$ cat config.mk
export PLATFORM = sky130hd
export DESIGN_NAME = dilithium_load_sequencer
export DESIGN_NICKNAME = d
export VERILOG_FILES = /design/src/rtl/dilithium_load_sequencer_pkg.sv /design/src/rtl/dilithium_load_sequencer_seq_out_fifo.sv /design/src/rtl/dilithium_load_sequencer.sv
export SDC_FILE = /design/constraint.sdc
export NUM_CORES = 1
export LEC_CHECK = 0
export BUFFER_PORTS_ARGS = -buffer_cell sky130_fd_sc_hd__buf_4
export CORE_ASPECT_RATIO = 1.25
export CORE_MARGIN = 8
export CORE_UTILIZATION = 54
export DETAILED_ROUTE_END_ITERATION = 12
export PLACE_DENSITY = 0.76
export SETUP_SLACK_MARGIN = 0.2
export SYNTH_ARGS = -nofsm -noshare
export SYNTH_HDL_FRONTEND = slang
export SYNTH_HIERARCHICAL = 1
export SYNTH_SLANG_ARGS = --single-unit
$ cat constraint.sdc
create_clock -name clk -period 3.88 [get_ports clk]
set_clock_uncertainty 0.05 [all_clocks]
set_input_delay 0.776 -clock clk [delete_from_list [all_inputs] [get_ports clk]]
set_output_delay 0.776 -clock clk [all_outputs]
set_load 0.01 [all_outputs]
$ cat src/rtl/dilithium_load_sequencer_pkg.sv
// Shared Dilithium operand sizes, phase identifiers, mode encodings and FSM states
// for the operand-load sequencer.
package dilithium_load_sequencer_pkg;

  localparam int SEED_BITS    = 256;
  localparam int N_COEF       = 256;
  localparam int T0_COEF_BITS = 13;
  localparam int T1_COEF_BITS = 10;

  // Per-level parameters: k, l, packed eta bits, packed z bits, omega
  localparam int L2_K = 4, L2_L = 4, L2_ETA_BITS = 3, L2_Z_BITS = 18, L2_OMEGA = 80;
  localparam int L3_K = 6, L3_L = 5, L3_ETA_BITS = 4, L3_Z_BITS = 20, L3_OMEGA = 55;
  localparam int L5_K = 8, L5_L = 7, L5_ETA_BITS = 3, L5_Z_BITS = 20, L5_OMEGA = 75;

  localparam logic [1:0] MODE_KEYGEN  = 2'b00;
  localparam logic [1:0] MODE_SIGN    = 2'b10;
  localparam logic [1:0] MODE_VERIFY  = 2'b01;
  localparam logic [1:0] MODE_ILLEGAL = 2'b11;

  typedef enum logic [2:0] {
    PH_SEED = 3'd0,
    PH_KEY  = 3'd1,
    PH_TR   = 3'd2,
    PH_S1   = 3'd3,
    PH_S2   = 3'd4,
    PH_T0   = 3'd5,
    PH_T1   = 3'd6,
    PH_Z    = 3'd7
  } phase_t;

  typedef enum logic [1:0] {
    ST_IDLE  = 2'd0,
    ST_ISSUE = 2'd1,
    ST_DRAIN = 2'd2,
    ST_DONE  = 2'd3
  } state_t;

  function automatic int lvl_k(input int sec_level);
    int r;
    case (sec_level)
      3:       r = L3_K;
      5:       r = L5_K;
      default: r = L2_K;
    endcase
    return r;
  endfunction

  function automatic int lvl_l(input int sec_level);
    int r;
    case (sec_level)
      3:       r = L3_L;
      5:       r = L5_L;
      default: r = L2_L;
    endcase
    return r;
  endfunction

  function automatic int lvl_eta_bits(input int sec_level);
    int r;
    case (sec_level)
      3:       r = L3_ETA_BITS;
      5:       r = L5_ETA_BITS;
      default: r = L2_ETA_BITS;
    endcase
    return r;
  endfunction

  function automatic int lvl_z_bits(input int sec_level);
    int r;
    case (sec_level)
      3:       r = L3_Z_BITS;
      5:       r = L5_Z_BITS;
      default: r = L2_Z_BITS;
    endcase
    return r;
  endfunction

  function automatic int lvl_omega(input int sec_level);
    int r;
    case (sec_level)
      3:       r = L3_OMEGA;
      5:       r = L5_OMEGA;
      default: r = L2_OMEGA;
    endcase
    return r;
  endfunction

  function automatic int ceil_div(input int a, input int b);
    return (a + b - 1) / b;
  endfunction

  function automatic int phase_bits(input phase_t phase, input int sec_level);
    int r;
    case (phase)
      PH_S1:   r = lvl_l(sec_level) * N_COEF * lvl_eta_bits(sec_level);
      PH_S2:   r = lvl_k(sec_level) * N_COEF * lvl_eta_bits(sec_level);
      PH_T0:   r = lvl_k(sec_level) * N_COEF * T0_COEF_BITS;
      PH_T1:   r = lvl_k(sec_level) * N_COEF * T1_COEF_BITS;
      PH_Z:    r = lvl_l(sec_level) * N_COEF * lvl_z_bits(sec_level);
      default: r = SEED_BITS;
    endcase
    return r;
  endfunction

  function automatic int phase_words(input phase_t phase, input int sec_level, input int w);
    return ceil_div(phase_bits(phase, sec_level), w);
  endfunction

  // Hint vector: omega position bytes plus one count byte per polynomial of k
  function automatic int h_words(input int sec_level, input int w);
    return ceil_div((lvl_omega(sec_level) + lvl_k(sec_level)) * 8, w);
  endfunction

endpackage

$ cat src/rtl/dilithium_load_sequencer_seq_out_fifo.sv
// Two-entry output FIFO holding {phase, last, data} words awaiting the core.
module seq_out_fifo #(
  parameter int WIDTH = 8
) (
  input  logic             clk,
  input  logic             rst_n,
  input  logic             push,
  input  logic             pop,
  input  logic [WIDTH-1:0] din,
  output logic [WIDTH-1:0] dout,
  output logic             full,
  output logic             empty,
  output logic [1:0]       count
);

  logic [WIDTH-1:0] mem_q [2];
  logic             wr_ptr_q;
  logic             rd_ptr_q;
  logic [1:0]       count_q;
  logic             do_wr;
  logic             do_rd;

  assign full  = (count_q == 2'd2);
  assign empty = (count_q == 2'd0);
  assign count = count_q;
  assign dout  = mem_q[rd_ptr_q];

  // A push into a full FIFO is legal only when the head leaves in the same cycle
  assign do_wr = push && (!full || pop);
  assign do_rd = pop && !empty;

  always_ff @(posedge clk or negedge rst_n) begin
    if (!rst_n) begin
      wr_ptr_q <= 1'b0;
      rd_ptr_q <= 1'b0;
      count_q  <= 2'd0;
    end else begin
      if (do_wr) wr_ptr_q <= ~wr_ptr_q;
      if (do_rd) rd_ptr_q <= ~rd_ptr_q;
      count_q <= count_q + {1'b0, do_wr} - {1'b0, do_rd};
    end
  end

  always_ff @(posedge clk) begin
    if (do_wr) mem_q[wr_ptr_q] <= din;
  end

endmodule

$ cat src/rtl/dilithium_load_sequencer.sv
// Walks the per-mode operand phase list, reads each word from the input buffer
// and streams it to the Dilithium core tagged with phase index and last flag.
module dilithium_load_sequencer
  import dilithium_load_sequencer_pkg::*;
#(
  parameter int SEC_LEVEL = 2,
  parameter int W         = 32,
  parameter int MSG_SIZE  = 26400,
  parameter int ADDR_W    = 12
) (
  input  logic                        clk,
  input  logic                        rst_n,
  input  logic                        start,
  input  logic [1:0]                  mode,
  input  logic [$clog2(MSG_SIZE)-1:0] msg_len,
  output logic                        mem_rd_en,
  output logic [ADDR_W-1:0]           mem_addr,
  input  logic [W-1:0]                mem_rdata,
  output logic                        out_valid,
  input  logic                        out_ready,
  output logic [W-1:0]                out_data,
  output logic [2:0]                  out_phase,
  output logic                        out_last,
  output logic                        busy,
  output logic                        done,
  output logic                        err
);

  localparam int ML_W  = $clog2(MSG_SIZE);
  localparam int CNT_W = (ML_W + 1 > ADDR_W) ? ML_W + 1 : ADDR_W;
  localparam int W_SH  = $clog2(W);
  localparam int ENT_W = W + 4;

  localparam logic [CNT_W-1:0] SEED_WORDS = CNT_W'(phase_words(PH_SEED, SEC_LEVEL, W));
  localparam logic [CNT_W-1:0] S1_WORDS   = CNT_W'(phase_words(PH_S1, SEC_LEVEL, W));
  localparam logic [CNT_W-1:0] S2_WORDS   = CNT_W'(phase_words(PH_S2, SEC_LEVEL, W));
  localparam logic [CNT_W-1:0] T0_WORDS   = CNT_W'(phase_words(PH_T0, SEC_LEVEL, W));
  localparam logic [CNT_W-1:0] T1_WORDS   = CNT_W'(phase_words(PH_T1, SEC_LEVEL, W));
  localparam logic [CNT_W-1:0] Z_WORDS    = CNT_W'(phase_words(PH_Z, SEC_LEVEL, W));
  localparam logic [CNT_W-1:0] H_WORDS    = CNT_W'(h_words(SEC_LEVEL, W));

  // Word count of the phase at order index ord; MSG is always the final slot
  function automatic logic [CNT_W-1:0] order_words(input logic [1:0] md, input logic [2:0] ord,
                                                   input logic [CNT_W-1:0] mw);
    logic [CNT_W-1:0] n;
    n = SEED_WORDS;
    case (md)
      MODE_SIGN: begin
        case (ord)
          3'd3:    n = S1_WORDS;
          3'd4:    n = S2_WORDS;
          3'd5:    n = T0_WORDS;
          3'd6:    n = mw;
          default: n = SEED_WORDS;
        endcase
      end
      MODE_VERIFY: begin
        case (ord)
          3'd2:    n = Z_WORDS;
          3'd3:    n = H_WORDS;
          3'd4:    n = T1_WORDS;
          3'd5:    n = mw;
          default: n = SEED_WORDS;
        endcase
      end
      default: n = SEED_WORDS;
    endcase
    return n;
  endfunction

  state_t              state_q, state_d;
  logic [1:0]          mode_q;
  logic [2:0]          last_ord_q, last_ord_d;
  logic [CNT_W-1:0]    msg_words_q, msg_words_d;
  logic [2:0]          ord_q;
  logic [CNT_W-1:0]    wcnt_q;
  logic [ADDR_W-1:0]   addr_q;
  logic                err_q;

  logic                vld_p1;
  logic [2:0]          tag_phase_p1;
  logic                tag_last_p1;

  logic                start_ok;
  logic [CNT_W-1:0]    cur_words;
  logic                word_last;
  logic                final_rd;
  logic [1:0]          occ;
  logic                pop;
  logic                space;
  logic                bypass;
  logic                fifo_push;
  logic                fifo_pop;
  logic [ENT_W-1:0]    fifo_din;
  logic [ENT_W-1:0]    fifo_dout;
  logic                fifo_full;
  logic                fifo_empty;
  logic [1:0]          fifo_count;

  assign start_ok    = (state_q == ST_IDLE) && start && (mode != MODE_ILLEGAL);
  assign msg_words_d = (CNT_W'(msg_len) + CNT_W'(W - 1)) >> W_SH;

  always_comb begin
    last_ord_d = 3'd0;
    case (mode)
      MODE_SIGN:   last_ord_d = (msg_len == '0) ? 3'd5 : 3'd6;
      MODE_VERIFY: last_ord_d = (msg_len == '0) ? 3'd4 : 3'd5;
      default:     last_ord_d = 3'd0;
    endcase
  end

  assign cur_words = order_words(mode_q, ord_q, msg_words_q);
  assign word_last = (wcnt_q == cur_words - CNT_W'(1));
  assign final_rd  = word_last && (ord_q == last_ord_q);

  // A same-cycle pop frees a slot, so the stream sustains one word per cycle
  assign out_valid = !fifo_empty || vld_p1;
  assign pop       = out_valid && out_ready;
  assign occ       = fifo_count + {1'b0, vld_p1};
  assign space     = (occ - {1'b0, pop}) < 2'd2;

  always_ff @(posedge clk or negedge rst_n) begin
    if (!rst_n) state_q <= ST_IDLE;
    else        state_q <= state_d;
  end

  always_comb begin
    state_d   = state_q;
    busy      = 1'b0;
    done      = 1'b0;
    mem_rd_en = 1'b0;
    case (state_q)
      ST_IDLE: begin
        if (start_ok) state_d = ST_ISSUE;
      end
      ST_ISSUE: begin
        busy      = 1'b1;
        mem_rd_en = space;
        if (space && final_rd) state_d = ST_DRAIN;
      end
      ST_DRAIN: begin
        busy = 1'b1;
        if (pop && (occ == 2'd1)) state_d = ST_DONE;
      end
      ST_DONE: begin
        done    = 1'b1;
        state_d = ST_IDLE;
      end
      default: state_d = ST_IDLE;
    endcase
  end

  // Stage p0: read issue, address and phase walk
  always_ff @(posedge clk or negedge rst_n) begin
    if (!rst_n) begin
      mode_q      <= MODE_KEYGEN;
      last_ord_q  <= 3'd0;
      msg_words_q <= '0;
      ord_q       <= 3'd0;
      wcnt_q      <= '0;
      addr_q      <= '0;
      err_q       <= 1'b0;
      vld_p1      <= 1'b0;
    end else begin
      err_q  <= (state_q == ST_IDLE) && start && (mode == MODE_ILLEGAL);
      vld_p1 <= mem_rd_en;
      if (start_ok) begin
        mode_q      <= mode;
        last_ord_q  <= last_ord_d;
        msg_words_q <= msg_words_d;
        ord_q       <= 3'd0;
        wcnt_q      <= '0;
        addr_q      <= '0;
      end else if (mem_rd_en) begin
        addr_q <= addr_q + ADDR_W'(1);
        if (word_last) begin
          wcnt_q <= '0;
          ord_q  <= ord_q + 3'd1;
        end else begin
          wcnt_q <= wcnt_q + CNT_W'(1);
        end
      end
    end
  end

  // Stage p1: tag of the read whose data returns this cycle
  always_ff @(posedge clk) begin
    if (mem_rd_en) begin
      tag_phase_p1 <= ord_q;
      tag_last_p1  <= word_last;
    end
  end

  // Returning data skips the FIFO only when it is empty and the core takes it now
  assign bypass    = fifo_empty && vld_p1 && out_ready;
  assign fifo_pop  = !fifo_empty && out_ready;
  assign fifo_push = vld_p1 && !bypass && (!fifo_full || fifo_pop);
  assign fifo_din  = {tag_phase_p1, tag_last_p1, mem_rdata};

  seq_out_fifo #(
    .WIDTH (ENT_W)
  ) u_out_fifo (
    .clk   (clk),
    .rst_n (rst_n),
    .push  (fifo_push),
    .pop   (fifo_pop),
    .din   (fifo_din),
    .dout  (fifo_dout),
    .full  (fifo_full),
    .empty (fifo_empty),
    .count (fifo_count)
  );

  always_comb begin
    out_data  = '0;
    out_phase = 3'd0;
    out_last  = 1'b0;
    if (!fifo_empty) begin
      {out_phase, out_last, out_data} = fifo_dout;
    end else if (vld_p1) begin
      out_data  = mem_rdata;
      out_phase = tag_phase_p1;
      out_last  = tag_last_p1;
    end
  end

  assign mem_addr = addr_q;
  assign err      = err_q;

endmodule

# Word level (Yosys, flattened, before mapping)

Memory sizes are Yosys's and may differ from the RTL's.
Index checks and enable logic that the tools add are counted.

Add/subtract/negate cells: 9
Bitwise logic cells: 2
Order comparisons: 1
Reduce and logical (&&, ||, !) cells: 28
Equal/unequal tests: 21
Mux-type cells: 29

Operators by type and width:

| cell                  | count |
|---|---|
| $mux 32               | 2 |
| $mux 16               | 3 |
| $pmux 11 s4           | 1 |
| $pmux 11 s3           | 1 |
| $pmux 16 s2           | 1 |
| $mux 12               | 2 |
| $add 15x5->16 const B | 1 |
| $add 16x1->16 const B | 1 |
| $eq 16x16->1          | 1 |
| $sub 16x1->16 const B | 1 |
| $logic_not 15->1      | 1 |
| $mux 3                | 5 |
| $logic_and 1x1->1     | 14 |
| $add 12x1->12 const B | 1 |
| $eq 2x2->1 const B    | 6 |
| $eq 3x3->1 const B    | 3 |
| $eq 2x1->1 const B    | 4 |
| $mux 1                | 8 |
| $mux 2                | 4 |
| $ne 2x2->1 const B    | 4 |
| $pmux 2 s4            | 1 |
| $eq 3x2->1 const B    | 2 |
| $pmux 3 s2            | 1 |
| $add 2x1->2           | 2 |
| other kinds (12)      | 20 |

Output and inout bits: 53
Input bits: 53
Memories kept: 1
Logic and storage cells: 105
Bits in registers: 59
Bits in writable memories: 72

Memories:

| name             | words | width | read ports | clocked after Yosys merged registers in | write ports | RTL line                                    | source |
|---|---|---|---|---|---|---|---|
| u_out_fifo.mem_q | 2     | 36    | 1          | 0                                       | 1           | dilithium_load_sequencer_seq_out_fifo.sv:16 | `logic [WIDTH-1:0] mem_q [2];` |

# Longest topological paths before layout

Gate-level depths: netlist (run 1).

Word-level depth: 10
Gate-level depth with buffers: 14
Depth with buffers taken out: 13

# By module

Netlist (run 1), hierarchy kept.

Modules (own cells, without submodules):

| module                   | cells each | area an instance (µm²) | seq. area each (µm²) | instances |
|---|---|---|---|---|
| dilithium_load_sequencer | 536        | 4260.3                 | 1396.3               | 1 |
| seq_out_fifo             | 133        | 2982.9                 | 2262.2               | 1 |

# Worst setup path before layout (run 1)

No wires, ideal clock.

Kind: reg-to-reg
Start: register ord_q[0]
End: register state_q[1]
Buffers on the path: 0
Setup slack: 0.584 ns
Clock period less this slack: 3.296 ns
Cell stages (with the launch flop): 13
Library setup time: 0.125 ns
Arrival: 3.121 ns
Required time: 3.705 ns
Cells stage by stage: dfrtp_1 ha_1 ha_1 and3b_1 o21ai_0 ha_1 o21ai_1 a2111oi_2 a21oi_1 nor3_1 o211ai_1 o22ai_2 mux2_2

Cells in the longest elaborated chain, start to end: 10
Elaborated cells between the ends (all ways): 16
Those cells by class: add/sub (1); eq/ne (8); mux (3); reduce/logical (4)

Ends and longest elaborated chain:

| element                                         | RTL line                                                       | source |
|---|---|---|
| start: declaration                              | dilithium_load_sequencer.sv:75                                 | `logic [2:0] ord_q;` |
| start signal: assignment                        | dilithium_load_sequencer.sv:178                                | `ord_q <= ord_q + 3'd1;` |
| $eq 3x3->1 / $eq 3x2->1 (equally long branches) | dilithium_load_sequencer.sv:49, dilithium_load_sequencer.sv:58 |  |
| $reduce_or 2->1 (no source line)                | n/a                                                            |  |
| $pmux 11 s3                                     | dilithium_load_sequencer.sv:49                                 | `case (ord)` |
| $pmux 16 s2                                     | dilithium_load_sequencer.sv:47                                 | `case (md)` |
| $sub 16x1->16                                   | dilithium_load_sequencer.sv:113                                | `assign word_last = (wcnt_q == cur_words - CNT_W'(1));` |
| $eq 16x16->1                                    | dilithium_load_sequencer.sv:113                                |  |
| $logic_and 1x1->1 *                             | dilithium_load_sequencer.sv:114                                | `assign final_rd = word_last && (ord_q == last_ord_q);` |
| $logic_and 1x1->1 *                             | dilithium_load_sequencer.sv:139                                | `if (space && final_rd) state_d = ST_DRAIN;` |
| $ne 2x2->1 (no source line) *                   | n/a                                                            |  |
| $reduce_and 3->1 (no source line) *             | n/a                                                            |  |
| end signal: assignment                          | dilithium_load_sequencer.sv:124                                | `else state_q <= state_d;` |
| end: declaration                                | dilithium_load_sequencer.sv:71                                 | `state_t state_q, state_d;` |

Every way passes the cells marked *; elsewhere a longest branch is shown, timed or not.
A chain may end at the register's enable or synchronous reset.

# Worst setup path after layout (run 1)

Start: register ord_q[0]
End: register wcnt_q[6]

Cells in the longest elaborated chain, start to end: 9
Elaborated cells between the ends (all ways): 14
Those cells by class: add/sub (1); eq/ne (6); mux (6); reduce/logical (1)

Ends and longest elaborated chain:

| element                                         | RTL line                                                       | source |
|---|---|---|
| $eq 3x3->1 / $eq 3x2->1 (equally long branches) | dilithium_load_sequencer.sv:49, dilithium_load_sequencer.sv:58 |  |
| $reduce_or 2->1 (no source line)                | n/a                                                            |  |
| $pmux 11 s3                                     | dilithium_load_sequencer.sv:49                                 |  |
| $pmux 16 s2 *                                   | dilithium_load_sequencer.sv:47                                 |  |
| $sub 16x1->16 *                                 | dilithium_load_sequencer.sv:113                                |  |
| $eq 16x16->1 *                                  | dilithium_load_sequencer.sv:113                                |  |
| $mux 16 *                                       | dilithium_load_sequencer.sv:176                                | `if (word_last) begin` |
| $mux 16 *                                       | dilithium_load_sequencer.sv:174                                | `end else if (mem_rd_en) begin` |
| $mux 16 *                                       | dilithium_load_sequencer.sv:167                                | `if (start_ok) begin` |
| end signal: assignment                          | dilithium_load_sequencer.sv:180                                | `wcnt_q <= wcnt_q + CNT_W'(1);` |
| end: declaration                                | dilithium_load_sequencer.sv:76                                 | `logic [CNT_W-1:0] wcnt_q;` |

Every way passes the cells marked *; elsewhere a longest branch is shown, timed or not. The select of a mux whose other input is x is not followed.

==> summary.txt, run 1 <==
Outcome
  – Status: finished clean

Logic synthesis
  – Synth Register Bits: ~130
  – Syn. warnings: 6
  – Async S/R FF share, synth: around two fifths
  – Number of synthesized flops with an enable pin: 76
  – Top area cells in the synthesized netlist: edfxtp_1 (32%), dfrtp_1 (19%), mux2_4 (6.0%)
  – Mean Syn Cell Area: between 10 and 15 µm²
  – Most frequent cell after synthesis: nand2_1
  – Synth Cell Area: roughly 7200 µm²
  – Most frequent cells after synthesis: nand2_1 (98), edfxtp_1 (76), o21ai_0 (56), dfrtp_1 (55), inv_1 (53)
  – Register area share after synthesis: around 50%
  – Synth top area share: about a third
  – Post-Syn Nets: 742
  – Leading area contributor after synthesis: edfxtp_1
  – Number of cells produced by synthesis: roughly 670
  – Unique cell type count in the Yosys netlist: a little over 60
  – Ys flop type: edfxtp_1

Timing
  – Period utilisation layout: about nine tenths
  – Slew HR: 39.3%
  – Setup violations, final: 0
  – Pin slew with the least headroom to its limit: 911 ps
  – Final Max Tran Viols: 0
  – Fmax: 284 MHz
  – Min Tclk post-route: 3520 ps
  – Unrepaired setup endpoints after global routing: no
  – Setup TNS Final: 0 ps
  – Final hold violation count: 0

Global routing
  – Vias in the first global route: 5556
  – Largest net degree at the start of global routing: 56
  – GRT overflow: 0
  – First-pass GRT wire length: ~28000 µm
  – Global Route Usage Sum: 20.0%
  – Initial antenna violation count: 0

Clocking
  – Htree depth: 4
  – CTS sink cnt: about 130
  – CTS buffer count: 17
  – Hold_buf cts: 0
  – CTS root buf: clkbuf_16
  – Clk buf depth: 2
  – Clock Pin Slew Worst Setup and Hold Paths: 60 ps
  – Clk_lat worst skew: approximately 420 ps
  – CTS tree: yes

Placed design
  – Post-DP HPWL: roughly 12000 µm
  – GPL Wtd Cong: ~0.91
  – PortBufs: 105

Routing
  – Detail Route Antenna Nets: 0
  – DR top layer: met4
  – DRT iter0 DRCs: 259
  – Vias: 5357
  – DRC viols: 0
  – Met2 wire length: around 9400 µm
  – Routed wire per std cell: approximately 18 µm
  – WL met1: 6950 µm
  – Met3 wire len: roughly 810 µm
  – DRT Wirelength: between 15000 and 20000 µm
  – DR vias/cell: roughly 5.5
  – DR pass1 iterations: 5

Critical path
  – Worst path bufs/invs: 2
  – R2r startpoint: ord_q[0]
  – Startpoint Class: flip-flop
  – Req. time, crit path: 4120 ps
  – RR Endpoint: wcnt_q[6]
  – Top cell family by delay on the critical path: simple AND/OR/NAND/NOR gates
  – Worst path slowest cell: or4_4
  – CP peak stage delay: 560 ps
  – CP Capture Type: flip-flop
  – WS Path Type: flip-flop to flip-flop
  – Start point of the critical path: ord_q[0]
  – Crit path cell chain: inv_1 -> ha_1 -> nor2_1 -> o211a_1 -> or4_4 -> a2111o_1 -> o311ai_1 -> and4_4 -> o2111ai_4 -> nor2_4 -> buf_4 -> nor3_2
  – Critical path data arrival time: 3770 ps
  – Worst R2R Setup Slack: between 300 and 400 ps
  – Worst Path Max Fanout: 6
  – Worst reg2reg path depth: 12

Layout
  – Area Overhead vs Synth: 23.9%
  – Final core utilization: approximately two thirds
  – Layout cells sized above 1: between 20 and 30%
  – # diodes: 0
  – Final nets: a little under 900

Power and ir drop
  – Power per cell area: 688 nW/µm²
  – Leak pwr: between 3 and 4 nW
  – VDD IR max: 409 µV

Min path
  – Min-delay worst type: input pin to asynchronous set/reset pin

Floorplanning
  – Die area: roughly 17000 µm²
  – Die Y-Extent: between 100 and 150 µm
  – FP Rows: 47
  – Die W: around 120 µm
  – Core area: 13200 µm²
  – Initial Util: 55.0%
  – I/O pin count: around 110

Flow run
  – Max Cap Violations: 0
sequential cells by signal, indices dropped and copies added, names as in the netlist, 2 cells and up:
register	count
mem_addr	12
wcnt_q	16
last_ord_q	3
tag_phase_p1	3
msg_words_q	11
u_out_fifo/mem_q	72
mode_q	2
ord_q	3
state_q	2
u_out_fifo/count	2
where the power goes:
group / internal (W) / total, W / switching (W) / leakage (nW)
clock network: 0.000961 / 0.00160 / 0.000638 / 0.285
logic: 0.00112 / 0.00245 / 0.00133 / 2.15
registers: 0.00188 / 0.00212 / 0.000244 / 1.40
worst max path at each step:
stage                 end  slack (ps)  cells after the start
3_5_place_dp     ord_q[2]         130                     13
4_1_cts         wcnt_q[3]         240                     15
5_1_grt          ord_q[1]         110                     11
6_report        wcnt_q[6]         360                     12
2_1_floorplan  state_q[1]         580                     12
3_3_place_gp     ord_q[2]         280                     13
layer usage:
| metal | up-vias | global-route usage [%] |
|---|---|---|
| met5 | - | 0 |
| met4 | 0 | 8.02 |
| met3 | 30 | 4.35 |
| met2 | 151 | 35.8 |
| met1 | 2570 | 22.4 |
| li1 | 2606 | - |
metrics by stage:
stage	area (µm²)	total power, W	cells	setup WS (ps)	hold WS (ps)
floorplan	7240	0.00366	669	584	391
finish	8980	0.00618	981	359	362
global placement	8210	0.00451	935	278	407
CTS	8840	0.00623	971	236	382
detailed placement	8210	0.00460	935	135	414
global route	8980	0.00654	981	106	422
kinds of logic after synthesis:
family                     after synthesis  synth area share, %
xor gates and xnor gates                52                 6.29
buffers and inverters                   78                 5.01
adders and majority gates               20                 3.45
and+or+nand+nor                        240                 17.4
DFF                                    131                 50.5
muxes                                   46                 8.50
AOI/OAI and AO/OA                      102                 8.88
cell usage in the layout, fill, tap and decap left out, drive strengths merged, types with 15 or more instances in the layout:
cell type | netlist | layout
buf | 7 | 133
nand2 | 98 | 98
edfxtp | 76 | 76
inv | 53 | 59
o21ai | 57 | 57
dfrtp | 55 | 55
nor2 | 37 | 38
mux2 | 37 | 37
xnor2 | 29 | 29
xor2 | 23 | 23
nor3 | 23 | 23
ha | 20 | 20
a21oi | 17 | 17
clkbuf | 18 | 17
nand4 | 15 | 15
final cells by class:
type | count | area (µm²)
fillers | 1017 | 4200
flip-flops and latches | 131 | 3660
multi-input cells | 461 | 3310
repair buffers | 133 | 998
clock buffers | 17 | 425
well taps | 171 | 214
inverters | 53 | 199
clock inverters | 15 | 169
worst reg2reg max path: stages, from the launching register on:
cell       delay (ps)
dfrtp_2           450
inv_1             110
ha_1              310
nor2_1            100
o211a_1           320
or4_4             560
a2111o_1          380
o311ai_1          120
and4_4            320
o2111ai_4         210
nor2_4            290
buf_4             160
nor3_2             30
repair_timing:
item | CTS | global route
resized for setup | 2 | 10
endpoints found under the setup margin | 4 | 21
buffers inserted | 4 | 9
cloned | 0 | 1
pin swaps | 1 | 7
No activity file was read; power rests on OpenSTA's default activity.
==> inputs of run 2 (changes only) <==
--- a/config.mk
+++ b/config.mk
@@ -12,3 +12,3 @@
 export DETAILED_ROUTE_END_ITERATION = 12
-export PLACE_DENSITY = 0.76
+export PLACE_DENSITY = 0.78
 export SETUP_SLACK_MARGIN = 0.2
--- a/constraint.sdc
+++ b/constraint.sdc
@@ -4,2 +4,2 @@
 set_output_delay 0.776 -clock clk [all_outputs]
-set_load 0.01 [all_outputs]
+set_load 0.005 [all_outputs]
==> run 2 against run 1 <==
Effect of this change:
- cell area shrank 1.2%
- highest routed layer unchanged
- routed wire length shrank 3.9%
- largest power group unchanged
- combinational power shrank 4%
==> summary.txt, run 2 (synthesis gave the netlist of run 1 again) <==
Timing
  – Final hold violation count: 0
  – Setup violations, final: 0
  – Fmax: roughly 290 MHz
  – Min Tclk post-route: ~3500 ps
  – Slew HR: 54.5%
  – Pin slew with the least headroom to its limit: 676 ps
  – Final worst slack: around 410 ps
  – Setup TNS Final: 0 ps
  – Final Max Tran Viols: 0
  – Unrepaired setup endpoints after global routing: no
  – Period utilisation layout: 89.5%

Layout
  – Max reg flops: just over 70
  – Final nets: between 800 and 900
  – Most common cell after layout, fill and taps aside: buf_4
  – Area Overhead vs Synth: 22.5%
  – Most frequent cells in the layout: buf_4 (123), nand2_1 (98), edfxtp_1 (76), o21ai_0 (55), dfrtp_1 (54)
  – Layout cells sized above 1: between 20% and 30%
  – Fin area: slightly below 9000 µm²
  – Top reg by flops: u_out_fifo/mem_q
  – # diodes: 0

Routing
  – DR pass1 iterations: 5
  – DRT Wirelength: ~17000 µm
  – Vias: about 5300
  – Detail Route Antenna Nets: 0
  – DRT iter0 DRCs: between 200 and 300
  – DRC viols: 0
  – DR vias/cell: roughly 5.5
  – Routed wire per std cell: about 17 µm

Critical path
  – WS Path Type: flip-flop to flip-flop
  – Worst R2R Setup Slack: 410 ps
  – Worst Path Max Fanout: 8
  – Worst reg2reg path depth: 11
  – Req. time, crit path: ~4000 ps
  – Worst setup path endpoint: state_q[1]
  – R2r startpoint: ord_q[1]
  – RR Endpoint: state_q[1]
  – Critical path data arrival time: 3710 ps
  – Startpoint Class: flip-flop
  – Start point of the critical path: ord_q[1]
  – CP Capture Type: flip-flop

Floorplanning
  – FP Rows: 47
  – Die W: 120 µm
  – Die Y-Extent: between 100 and 150 µm
  – Die area: approximately 17000 µm²
  – Initial Util: between 50 and 60%
  – Core area: about 13000 µm²
  – I/O pin count: 106

Placed design
  – Post-DP HPWL: roughly 12000 µm
  – PortBufs: 105
  – GPL Wtd Cong: approximately 0.90
  – Dpl ws: ~110 ps
  – DP Area: between 8000 and 9000 µm²

Clocking
  – CTS buffer count: 17
  – Clk buf depth: 2
  – Clock Pin Slew Worst Setup and Hold Paths: ~60 ps
  – Htree depth: 4
  – Clk_lat worst skew: approximately 410 ps
  – CTS sink cnt: approximately 130
  – CTS tree: yes
  – CTS root buf: clkbuf_16

Min path
  – Min-delay worst type: input pin to asynchronous set/reset pin

Outcome
  – Status: finished clean

Global routing
  – M2 GR Usage: between 30% and 40%
  – M1 GR Usage: roughly a fifth
  – Global routing met3 resource utilization: under 10%
  – Global Route Usage Sum: roughly 19%
  – Initial antenna violation count: 0
  – GRT overflow: 0
  – Vias in the first global route: 5534
  – Largest net degree at the start of global routing: 56
  – First-pass GRT wire length: ~27000 µm
  – Top Usage Layer GRT: met2

Power and ir drop
  – VDD IR max: between 300 and 400 µV
  – Power per cell area: around 670 nW/µm²
  – Leak pwr: 3.76 nW

Flow run
  – Max Cap Violations: 0
## run 2: changes by cell type in the layout (fill, tap and decap cells not counted), moves of 2 or more
cell        before  now
clkinv_2         0    2
inv_6            5    2
clkinv_1         1    3
dfrtp_1         52   54
dfrtp_2          3    1
clkinvlp_4       2    4
clkinv_4         4    1
buf_4          133  123
## run 2: layer usage
| metal | part of all wire [%] | vias to the layer above |
|---|---|---|
| met5 | 0 | - |
| met4 | 1.8 | 0 |
| met3 | 5.0 | 22 |
| met2 | 54 | 144 |
| met1 | 40 | 2582 |
| li1 | - | 2593 |
## run 2: through the flow
step | hold WS, ps | power, W | utilization (%) | std cells
after floorplan | 391 | 0.00354 | - | 669
after global placement | 408 | 0.00436 | 62.3 | 935
after detailed placement | 415 | 0.00448 | 62.3 | 935
after CTS | 380 | 0.00603 | 66.9 | 969
after global routing | 420 | 0.00633 | 67.3 | 970
final | 363 | 0.00598 | 67.3 | 970
## run 2: repair_timing
action / in CTS / in global routing
endpoints found under the setup margin: 14 / 17
gates resized for setup: 1 / 8
hold buffers: 0 / 0
pin swaps: 1 / 4
buffers inserted: 3 / 1
## run 2: cell type report
class	instances	area (µm²)
tap	171	214
clock buffer	17	425
sequential	131	3660
timing repair buffer	124	943
inverter	53	199
multi-input combinational	460	3290
fill	967	4300
clock inverter	14	138
## run 2: worst min-delay path by stage
stage,cells past startpoint,end
2_1_floorplan,2,msg_words_q[4]
3_3_place_gp,0,u_out_fifo/mem_q[0][35]
3_5_place_dp,0,u_out_fifo/mem_q[1][32]
4_1_cts,1,wcnt_q[14]
5_1_grt,1,wcnt_q[15]
6_report,1,wcnt_q[15]
## run 2: critical path, stage by stage, from the launching register on
cell	delay [ps]
dfrtp_1	470
inv_1	100
ha_1	260
a22oi_2	380
nor2_1	130
nor4_2	410
and3_1	330
a41oi_1	190
a41oi_2	300
o211ai_1	190
o22ai_2	180
mux2_2	360
## run 2: report_power, final
group	leakage (nW)	switching (W)	total [W]	internal [W]
Combinational	2.09	0.00120	0.00234	0.00114
Sequential	1.40	0.000245	0.00212	0.00187
Clock	0.264	0.000583	0.00152	0.000935
Total	3.76	0.00203	0.00598	0.00395
